<file path="src/rtl/bcd_stopwatch.sv">
// Multi-digit BCD stopwatch / countdown timer with run/pause/done control.
// Optional lap capture register enabled by defining BCD_STOPWATCH_LAP_EN.
module bcd_stopwatch #(
  parameter int unsigned NUM_DIGITS = 4,
  parameter int unsigned TICK_DIV   = 1
) (
  input  logic                    clk,
  input  logic                    rst,
  input  logic                    tick,
  input  logic                    start,
  input  logic                    stop,
  input  logic                    clear,
  input  logic                    dir,
  input  logic                    load,
  input  logic [4*NUM_DIGITS-1:0] load_value,
`ifdef BCD_STOPWATCH_LAP_EN
  input  logic                    lap,
`endif
  output logic [4*NUM_DIGITS-1:0] digits,
  output logic                    running,
  output logic                    done,
  output logic                    wrap,
  output logic [4*NUM_DIGITS-1:0] lap_digits
);

  localparam int unsigned W          = 4 * NUM_DIGITS;
  localparam logic [7:0]  PRESC_LAST = 8'(TICK_DIV - 1);

  typedef enum logic [1:0] {ST_IDLE, ST_RUN, ST_PAUSE, ST_DONE} state_t;

  state_t         state_q, state_d;
  logic [W-1:0]   digits_q, digits_d;
  logic [7:0]     presc_q, presc_d;
  logic           dir_q, dir_d;
  logic           wrap_q, wrap_d;
  logic           running_q, done_q;
  logic [W-1:0]   inc_val, dec_val;
  logic           inc_carry;
  logic           step;
  logic           hit_zero;

  // Out-of-range nibbles (A-F) are treated as saturated: up wraps to 0 with carry.
  function automatic logic [W:0] bcd_inc(input logic [W-1:0] v);
    logic [W-1:0] r;
    logic         c;
    logic [3:0]   d;
    r = v;
    c = 1'b1;
    for (int unsigned i = 0; i < NUM_DIGITS; i++) begin
      d = v[4*i +: 4];
      if (c) begin
        if (d >= 4'd9) begin
          r[4*i +: 4] = 4'd0;
        end else begin
          r[4*i +: 4] = d + 4'd1;
          c = 1'b0;
        end
      end
    end
    return {c, r};
  endfunction

  // Down-count: an out-of-range nibble is pulled back to 9 and absorbs the borrow.
  function automatic logic [W-1:0] bcd_dec(input logic [W-1:0] v);
    logic [W-1:0] r;
    logic         b;
    logic [3:0]   d;
    r = v;
    b = 1'b1;
    for (int unsigned i = 0; i < NUM_DIGITS; i++) begin
      d = v[4*i +: 4];
      if (b) begin
        if (d == 4'd0) begin
          r[4*i +: 4] = 4'd9;
        end else if (d > 4'd9) begin
          r[4*i +: 4] = 4'd9;
          b = 1'b0;
        end else begin
          r[4*i +: 4] = d - 4'd1;
          b = 1'b0;
        end
      end
    end
    return r;
  endfunction

  always_comb begin
    {inc_carry, inc_val} = bcd_inc(digits_q);
    dec_val              = bcd_dec(digits_q);
  end

  assign step = tick && (presc_q == PRESC_LAST);

  always_comb begin
    state_d  = state_q;
    digits_d = digits_q;
    presc_d  = presc_q;
    dir_d    = dir_q;
    wrap_d   = 1'b0;
    hit_zero = 1'b0;
    if (clear) begin
      digits_d = '0;
      presc_d  = '0;
      state_d  = ST_IDLE;
    end else if (load && state_q != ST_RUN) begin
      digits_d = load_value;
      presc_d  = '0;
      state_d  = ST_IDLE;
    end else begin
      case (state_q)
        ST_IDLE: begin
          if (start) begin
            dir_d   = dir;
            state_d = (dir && digits_q == '0) ? ST_DONE : ST_RUN;
          end
        end
        ST_RUN: begin
          if (tick) begin
            presc_d = step ? '0 : presc_q + 8'd1;
          end
          if (step) begin
            if (!dir_q) begin
              digits_d = inc_val;
              wrap_d   = inc_carry;
            end else if (digits_q == '0) begin
              hit_zero = 1'b1;
            end else begin
              digits_d = dec_val;
              hit_zero = (dec_val == '0);
            end
          end
          // Reaching zero outranks a coincident stop; start masks stop.
          if (hit_zero)   state_d = ST_DONE;
          else if (start) state_d = ST_RUN;
          else if (stop)  state_d = ST_PAUSE;
        end
        ST_PAUSE: begin
          if (start) begin
            dir_d   = dir;
            state_d = ST_RUN;
          end
        end
        default: ;
      endcase
    end
  end

  always_ff @(posedge clk or posedge rst) begin
    if (rst) begin
      state_q   <= ST_IDLE;
      digits_q  <= '0;
      presc_q   <= '0;
      dir_q     <= 1'b0;
      wrap_q    <= 1'b0;
      running_q <= 1'b0;
      done_q    <= 1'b0;
    end else begin
      state_q   <= state_d;
      digits_q  <= digits_d;
      presc_q   <= presc_d;
      dir_q     <= dir_d;
      wrap_q    <= wrap_d;
      running_q <= (state_d == ST_RUN);
      done_q    <= (state_d == ST_DONE);
    end
  end

  assign digits  = digits_q;
  assign running = running_q;
  assign done    = done_q;
  assign wrap    = wrap_q;

`ifdef BCD_STOPWATCH_LAP_EN
  logic [W-1:0] lap_q, lap_d;

  always_comb begin
    lap_d = lap_q;
    if (clear) begin
      lap_d = '0;
    end else if (lap && (state_q == ST_RUN || state_q == ST_PAUSE)) begin
      lap_d = digits_q;
    end
  end

  always_ff @(posedge clk or posedge rst) begin
    if (rst) lap_q <= '0;
    else     lap_q <= lap_d;
  end

  assign lap_digits = lap_q;
`else
  assign lap_digits = '0;
`endif

endmodule

</file>
<file path="config.mk">
export PLATFORM = sky130hd
export DESIGN_NAME = bcd_stopwatch
export DESIGN_NICKNAME = d
export VERILOG_FILES = /design/src/rtl/bcd_stopwatch.sv
export SDC_FILE = /design/constraint.sdc
export NUM_CORES = 1
export LEC_CHECK = 0
export ABC_AREA = 1
export BUFFER_PORTS_ARGS = -buffer_cell sky130_fd_sc_hd__buf_2
export CORE_UTILIZATION = 32
export DETAILED_ROUTE_END_ITERATION = 7
export PLACE_DENSITY = 0.56
export SLEW_MARGIN = 20
export SYNTH_ARGS = -nofsm -noshare
export SYNTH_HDL_FRONTEND = slang
export SYNTH_SLANG_ARGS = --single-unit
</file>
<file path="constraint.sdc">
create_clock -name clk -period 2.24 [get_ports clk]
set_input_delay 0.336 -clock clk [delete_from_list [all_inputs] [get_ports clk]]
set_output_delay 0.336 -clock clk [all_outputs]
set_load 0.02 [all_outputs]
</file>
# --- After elaboration in Yosys (flattened, before gate mapping) ---
# Index checks and enable logic that the tools add are counted.
# W data, S select, Z words.
word_totals:
  regBits: 30
  latch_bits: 0
  ram_bits: 0
  mem_bits_ro: 0
  inputBits: 24
  output_inout_bits: 35
  elab_cells: 120
  n_memories: 0
op_classes:
  n_addsub: 9
  multipliers: 0
  div_mod_pow: 0
  n_lt_le_gt_ge: 8
  n_eq_ne: 6
  shifts: 0
  n_mux: 61
  bitwise_logic: 2
  reduce_logical: 24
op_table:
  columns: ["cell", "n"]
  rows:
  - ["$mux W16", 6]
  - ["$mux W4", 18]
  - ["$mux W8", 5]
  - ["$logic_not A16 Y1", 2]
  - ["$mux W1", 23]
  - ["$add A4 B1 Y4 const B", 4]
  - ["$ge A4 B4 Y1 const B", 4]
  - ["$gt A4 B4 Y1 const B", 4]
  - ["$logic_not A4 Y1", 4]
  - ["$mux W2", 8]
  - ["$reduce_and A4 Y1", 4]
  - ["$sub A4 B1 Y4 const B", 4]
  - ["$reduce_bool A4 Y1", 3]
  - ["$reduce_bool A3 Y1", 3]
  - ["$add A8 B1 Y8 const B", 1]
  - ["$logic_not A8 Y1", 1]
  - ["$pmux W2 S3", 1]
  - ["$eq A2 B1 Y1 const B", 2]
  - ["$eq A2 B2 Y1 const B", 2]
  - ["$ne A4 B4 Y1 const B", 1]
  - ["$logic_and A1 B1 Y1", 3]
  - ["$reduce_and A3 Y1", 1]
  - ["$logic_not A2 Y1", 1]
  - ["$ne A2 B1 Y1 const B", 1]
  - ["other kinds (3)", 4]

# --- Depth between registers and ports, before layout ---
depth:
  depth_word: 17
  mapped_depth: 17

# --- Least setup slack after synthesis ---
# OpenSTA, ideal clock, no wires.
synth_path:
  kind: "register to register"
  start: "register digits_q[0], in the netlist digits[0]"
  end: "register running_q, in the netlist running"
  setup_time_ps: 118
  arrival_time_ps: 1950
  required_ps: 2122
  setup_slack_ps: 172
  stages_incl_launch_ff: 16
  path_buffers: 0
  synth_period_minus_slack_ps: 2068
  path_cell_list: "dfrtp_1 inv_1 ha_1 nand2_2 nor2_2 nand2_2 nor2_1 nand2_1 a21boi_1 nand3_1 o21bai_1 nand2_1 nand2_1 nand2_2 nand2_1 nor2_1"
synth_between:
  elab_chain_cells: 17
synth_lines:
  columns: ["element", "line", "source"]
  rows:
  - ["start: declaration", "32", "logic [W-1:0] digits_q, digits_d;"]
  - ["start signal: assignment", "159", "digits_q <= digits_d;"]
  - ["branches (longest 13 deep; another with $sub A4 B1 Y4)", null, null]
  - ["$pmux W2 S3 (*)", "110", "case (state_q)"]
  - ["$mux W2 (*)", "105", "end else if (load && state_q != ST_RUN) begin"]
  - ["$mux W2 (*)", "101", "if (clear) begin"]
  - ["$eq A2 B1 Y1 (*)", "163", "running_q <= (state_d == ST_RUN);"]
  - ["end signal: assignment", "163", null]
  - ["end: declaration", "36", "logic running_q, done_q;"]
# Mark *: on every way between the ends. The select of a mux whose other input is x is not followed.
# A chain may end at the register's enable or synchronous reset.

# --- Final worst setup path ---
layout_path:
  start: "register digits_q[1], in the netlist digits[1]"
  end: "register running_q, in the netlist running"
# The elaborated chain is that of the path after synthesis.

==> results.txt <==
The count of final setup violators is 0. The worst setup path is launched from a flip-flop. For this run, the top clock speed supported by timing is about 460 MHz. The placer's final routability congestion estimate came out at slightly below 0.9.

The largest net degree at the start of global routing came out at 31. The die span in x came out at ~93 µm. Each instance of the synthesized netlist takes up on average 6.87 µm².

The count of antenna diodes in the layout is 0. The final cell utilization of the core came out at approximately two fifths. The final sum of negative setup slack came out at 0 ns. The final hold slack came out at 0.116 ns.

The part of the total power dissipated in sequential elements came out at approximately a quarter. The detailed-placement wirelength estimate came out at ~5600 µm. The source of the worst register-to-register timing path is digits[1].

The final period demand of the worst path is between 2 and 2.5 ns. The relative slew slack came out at between 60% and 70%. The flow ran to the end, and the final reports show no timing, DRC or antenna violations. On the critical path, the stage with the largest delay is an instance of dfrtp_1. The worst vdd rail ir drop came out at around 0.34 mV. The overall overflow remaining after global route is 0. The static leakage power is approximately 1.7 nW. The total count of max-transition violations in the final report is 0.

Among the stages of the critical path, the cell type that occurs most often is nand2_1. Power comes to about 3.0 mW. The wire length of the first global-routing pass is about 12000 µm. The via count of the first global-routing pass came to about 2600. The detailed-route via count is approximately 2800. The synthesized design contains 0 enable-type register cells. Max-cap violations in this run came to 0. The peak per-stage delay on the critical path is 0.42 ns. The initial standard-cell utilization of the core is 33.7%.

The Yosys step of the flow raised 0 warnings. For this run, the leading register cell type out of synthesis is dfrtp_1. The number of buffer and inverter stages on the critical path is 2. The slew at the pin closest to its max-slew limit is just under 0.6 ns. The full die area is 8680 µm². The power share of the combinational group is 57.0%. The power density over the cells is 913 nW/µm². Global routing used 17.5% of the available tracks across all layers. The path class of the tightest hold or removal check is primary input to asynchronous set/reset pin. After the last flow step, the layout net total stands at ~500.

TritonCTS built the clock tree. The pre-CTS setup slack is -0.0665 ns. Cells with a size suffix above 1 make up roughly a quarter of the layout. The post-detailed-route via-to-cell ratio is between 4 and 5. The number of different library cells in the post-synthesis netlist came out at 38. The share of flip-flops with an asynchronous set or reset is 100%. The final hold violation count is 0. The initial antenna violation count is 0. The critical path is of the flip-flop to flip-flop type. The maximum clock insertion buffer count is 2. The detailed-routing iteration count for the pre-antenna-repair pass is 5. From synthesis to final layout, the design area changed by 24.1%.

The number of rows created at floorplan is 32. The initial detailed-routing violation count came out at roughly 200. The power spent charging and discharging nets came out at 1.39 mW.

The cell internal power dissipation is about 1.6 mW. The critical path data arrival time came out at around 2.4 ns. The total number of H-tree levels came out at 2.

The number of cells in the finished layout apart from fillers came out at 559. The clock transition time at the flip-flop clock pins of the worst setup and hold paths is roughly 0.080 ns. After detailed routing, the total wire length is between 7000 and 8000 µm. The cell type group with the largest total delay on the critical path is simple AND/OR/NAND/NOR gates. The remaining number of nets flagged by the antenna check after routing came out at 0.

In this run the tool buffered the top-level ports with 42 buffer cells. The number of remaining DRC errors came out at 0. The post-synthesis instance area is between 2000 and 3000 µm².

The instance area after placement came out at around 3000 µm². The data required time of the critical path is around 2.4 ns. The count of filler cells inserted in the layout is around 830. The worst setup skew after layout came out at 0.0143 ns. Walking the worst path, the cells encountered are inv_2 -> ha_4 -> nand2_4 -> nor2_4 -> nand2_4 -> buf_6 -> nand2_2 -> nand2_1 -> nand2_1 -> nand2_1 -> nor2_1 -> nand3_1 -> o21bai_1 -> nand2_1 -> nand2_1 -> nand2_2 -> nand2_1 -> nor2_1. The smallest setup slack after layout is a little under 0.07 ns.

After floorplanning, the core was sized to cover 7890 µm². The latest clock arrival within the worst-skew pair came out at roughly 0.29 ns. The share of power burned in the clock network is slightly below 20%. The path depth of the worst reg2reg path is 18. The summed area of non-filler cells in the final layout came out at roughly 3300 µm². The count of mapped cells out of synthesis is roughly 390.

The sequential element share of the synthesized area came out at between 20% and 30%. The setup slack on the worst flop-to-flop path came out at about 0.067 ns. The maximum fanout along the worst path is 5. Setup repair after global routing could not meet its margin everywhere. For this design the top-level I/O count stands at slightly below 60. Net switching is 46.1% of the power. The endpoint identified for the worst register-to-register timing path is running. The flip-flop and latch count after synthesis is 30. The post-detailed-route wirelength per cell is 13.5 µm. The cell sitting at the root of the clock tree is a clkbuf_8.

The die boundary height is roughly 93 µm. STA classifies the critical path endpoint as a flip-flop. The CTS sink count is 30.

The post-route fraction of the period consumed by the critical path is between 90% and 100%. The number of buffers inserted for hold repair after clock tree synthesis is 0. The number of placed instances with taps included came out at roughly 540.

The number of buffers created by CTS came out at 5.
cell usage in the layout (no fill, tap or decap), drive strengths merged, types with 6 or more instances in the layout:
cell type	instances
nand2	87
buf	70
inv	48
nor2	43
nand3	33
dfrtp	30
o21ai	28
o22ai	21
ha	18
a21oi	17
conb	16
xor2	8
nor3	6
clkbuf	6
power by group through the flow:
| stage | logic, mW | clock network, mW | registers [mW] |
|---|---|---|---|
| detailed placement | 1.53 | 0 | 0.714 |
| global placement | 1.53 | 0 | 0.712 |
| global route | 1.90 | 0.624 | 0.723 |
| CTS | 1.55 | 0.602 | 0.706 |
| finish | 1.72 | 0.586 | 0.711 |
| floorplan | 0.999 | 0 | 0.805 |
metal layers:
metal  wire length (µm)  part of all wire [%]  GRT usage [%]  up-vias
met5                  0                     0              0        -
met3                359                   4.7           3.17       11
met4                106                   1.4           4.49        0
li1                   -                     -              -     1395
met1               3540                    47           22.8     1299
met2               3550                    47           29.6       75
worst min-delay path: cells and delay by family:
family,cells,cell delay [ns]
buf+inv,3,0.49
how the worst max path moves through the flow:
stage | start | to | slack (ns) | cells past startpoint
6_report | digits[1] | running | 0.07 | 18
5_1_grt | digits[1] | done | -0.09 | 14
4_1_cts | digits[4] | done | 0.007 | 16
3_5_place_dp | digits[1] | done | -0.07 | 16
3_3_place_gp | digits[1] | running | -0.01 | 17
2_1_floorplan | digits[0] | running | 0.17 | 15
flip-flops by register name, indices dropped and copies added (netlist names):
name,cells
digits,16
dir_q,1
wrap,1
running,1
state_q,2
done,1
presc_q,8
cells in the mapped netlist, types with 2 or more instances:
| cell type | n | area [µm²] |
|---|---|---|
| xor2_1 | 8 | 70.1 |
| xnor2_1 | 3 | 26.3 |
| nand2_1 | 79 | 297 |
| buf_4 | 16 | 120 |
| o31ai_1 | 2 | 15.0 |
| o21ai_1 | 2 | 10.0 |
| inv_1 | 41 | 154 |
| a21oi_1 | 16 | 80.1 |
| o22ai_1 | 21 | 131 |
| nor2_1 | 39 | 146 |
| o211ai_1 | 2 | 15.0 |
| and3_1 | 2 | 12.5 |
| dfrtp_1 | 30 | 751 |
| nand4_1 | 3 | 18.8 |
| clkbuf_1 | 4 | 15.0 |
| nand2_2 | 8 | 50.1 |
| o221ai_1 | 2 | 17.5 |
| nor2_2 | 3 | 18.8 |
| ha_1 | 18 | 225 |
| clkbuf_2 | 2 | 10.0 |
| inv_2 | 7 | 26.3 |
| a31oi_1 | 3 | 18.8 |
| o21ai_0 | 26 | 130 |
| nor3_1 | 6 | 30.0 |
| nand3_1 | 31 | 155 |
timing repair:
| action | CTS | global route |
|---|---|---|
| setup buffers | 0 | 8 |
| pin swaps | 0 | 4 |
| gates resized for setup | 5 | 18 |
| setup endpoints to repair | 4 | 5 |
cells by family (layout without fill, tap and decap cells):
family | Yosys count | count (layout) | synth area share (%)
muxes | 1 | 1 | 0.376
adders and majority gates | 18 | 18 | 8.47
DFF | 30 | 30 | 28.2
other | 1 | 16 | 0.141
xor gates and xnor gates | 11 | 11 | 3.62
AOI/OAI and AO/OA | 80 | 80 | 17.5
buffers and inverters | 70 | 125 | 12.2
and+or+nand+nor | 176 | 176 | 29.4
final cells by class:
class	instances	area, µm²	share of cell area, %
Tap cell	102	128	3.87
Inverter	48	180	5.46
Timing Repair Buffer	70	424	12.9
Clock inverter	1	30.0	0.910
Sequential cell	30	751	22.8
Clock buffer	6	82.6	2.50
Multi-Input combinational cell	302	1700	51.6
No activity file was read; power rests on OpenSTA's default activity.
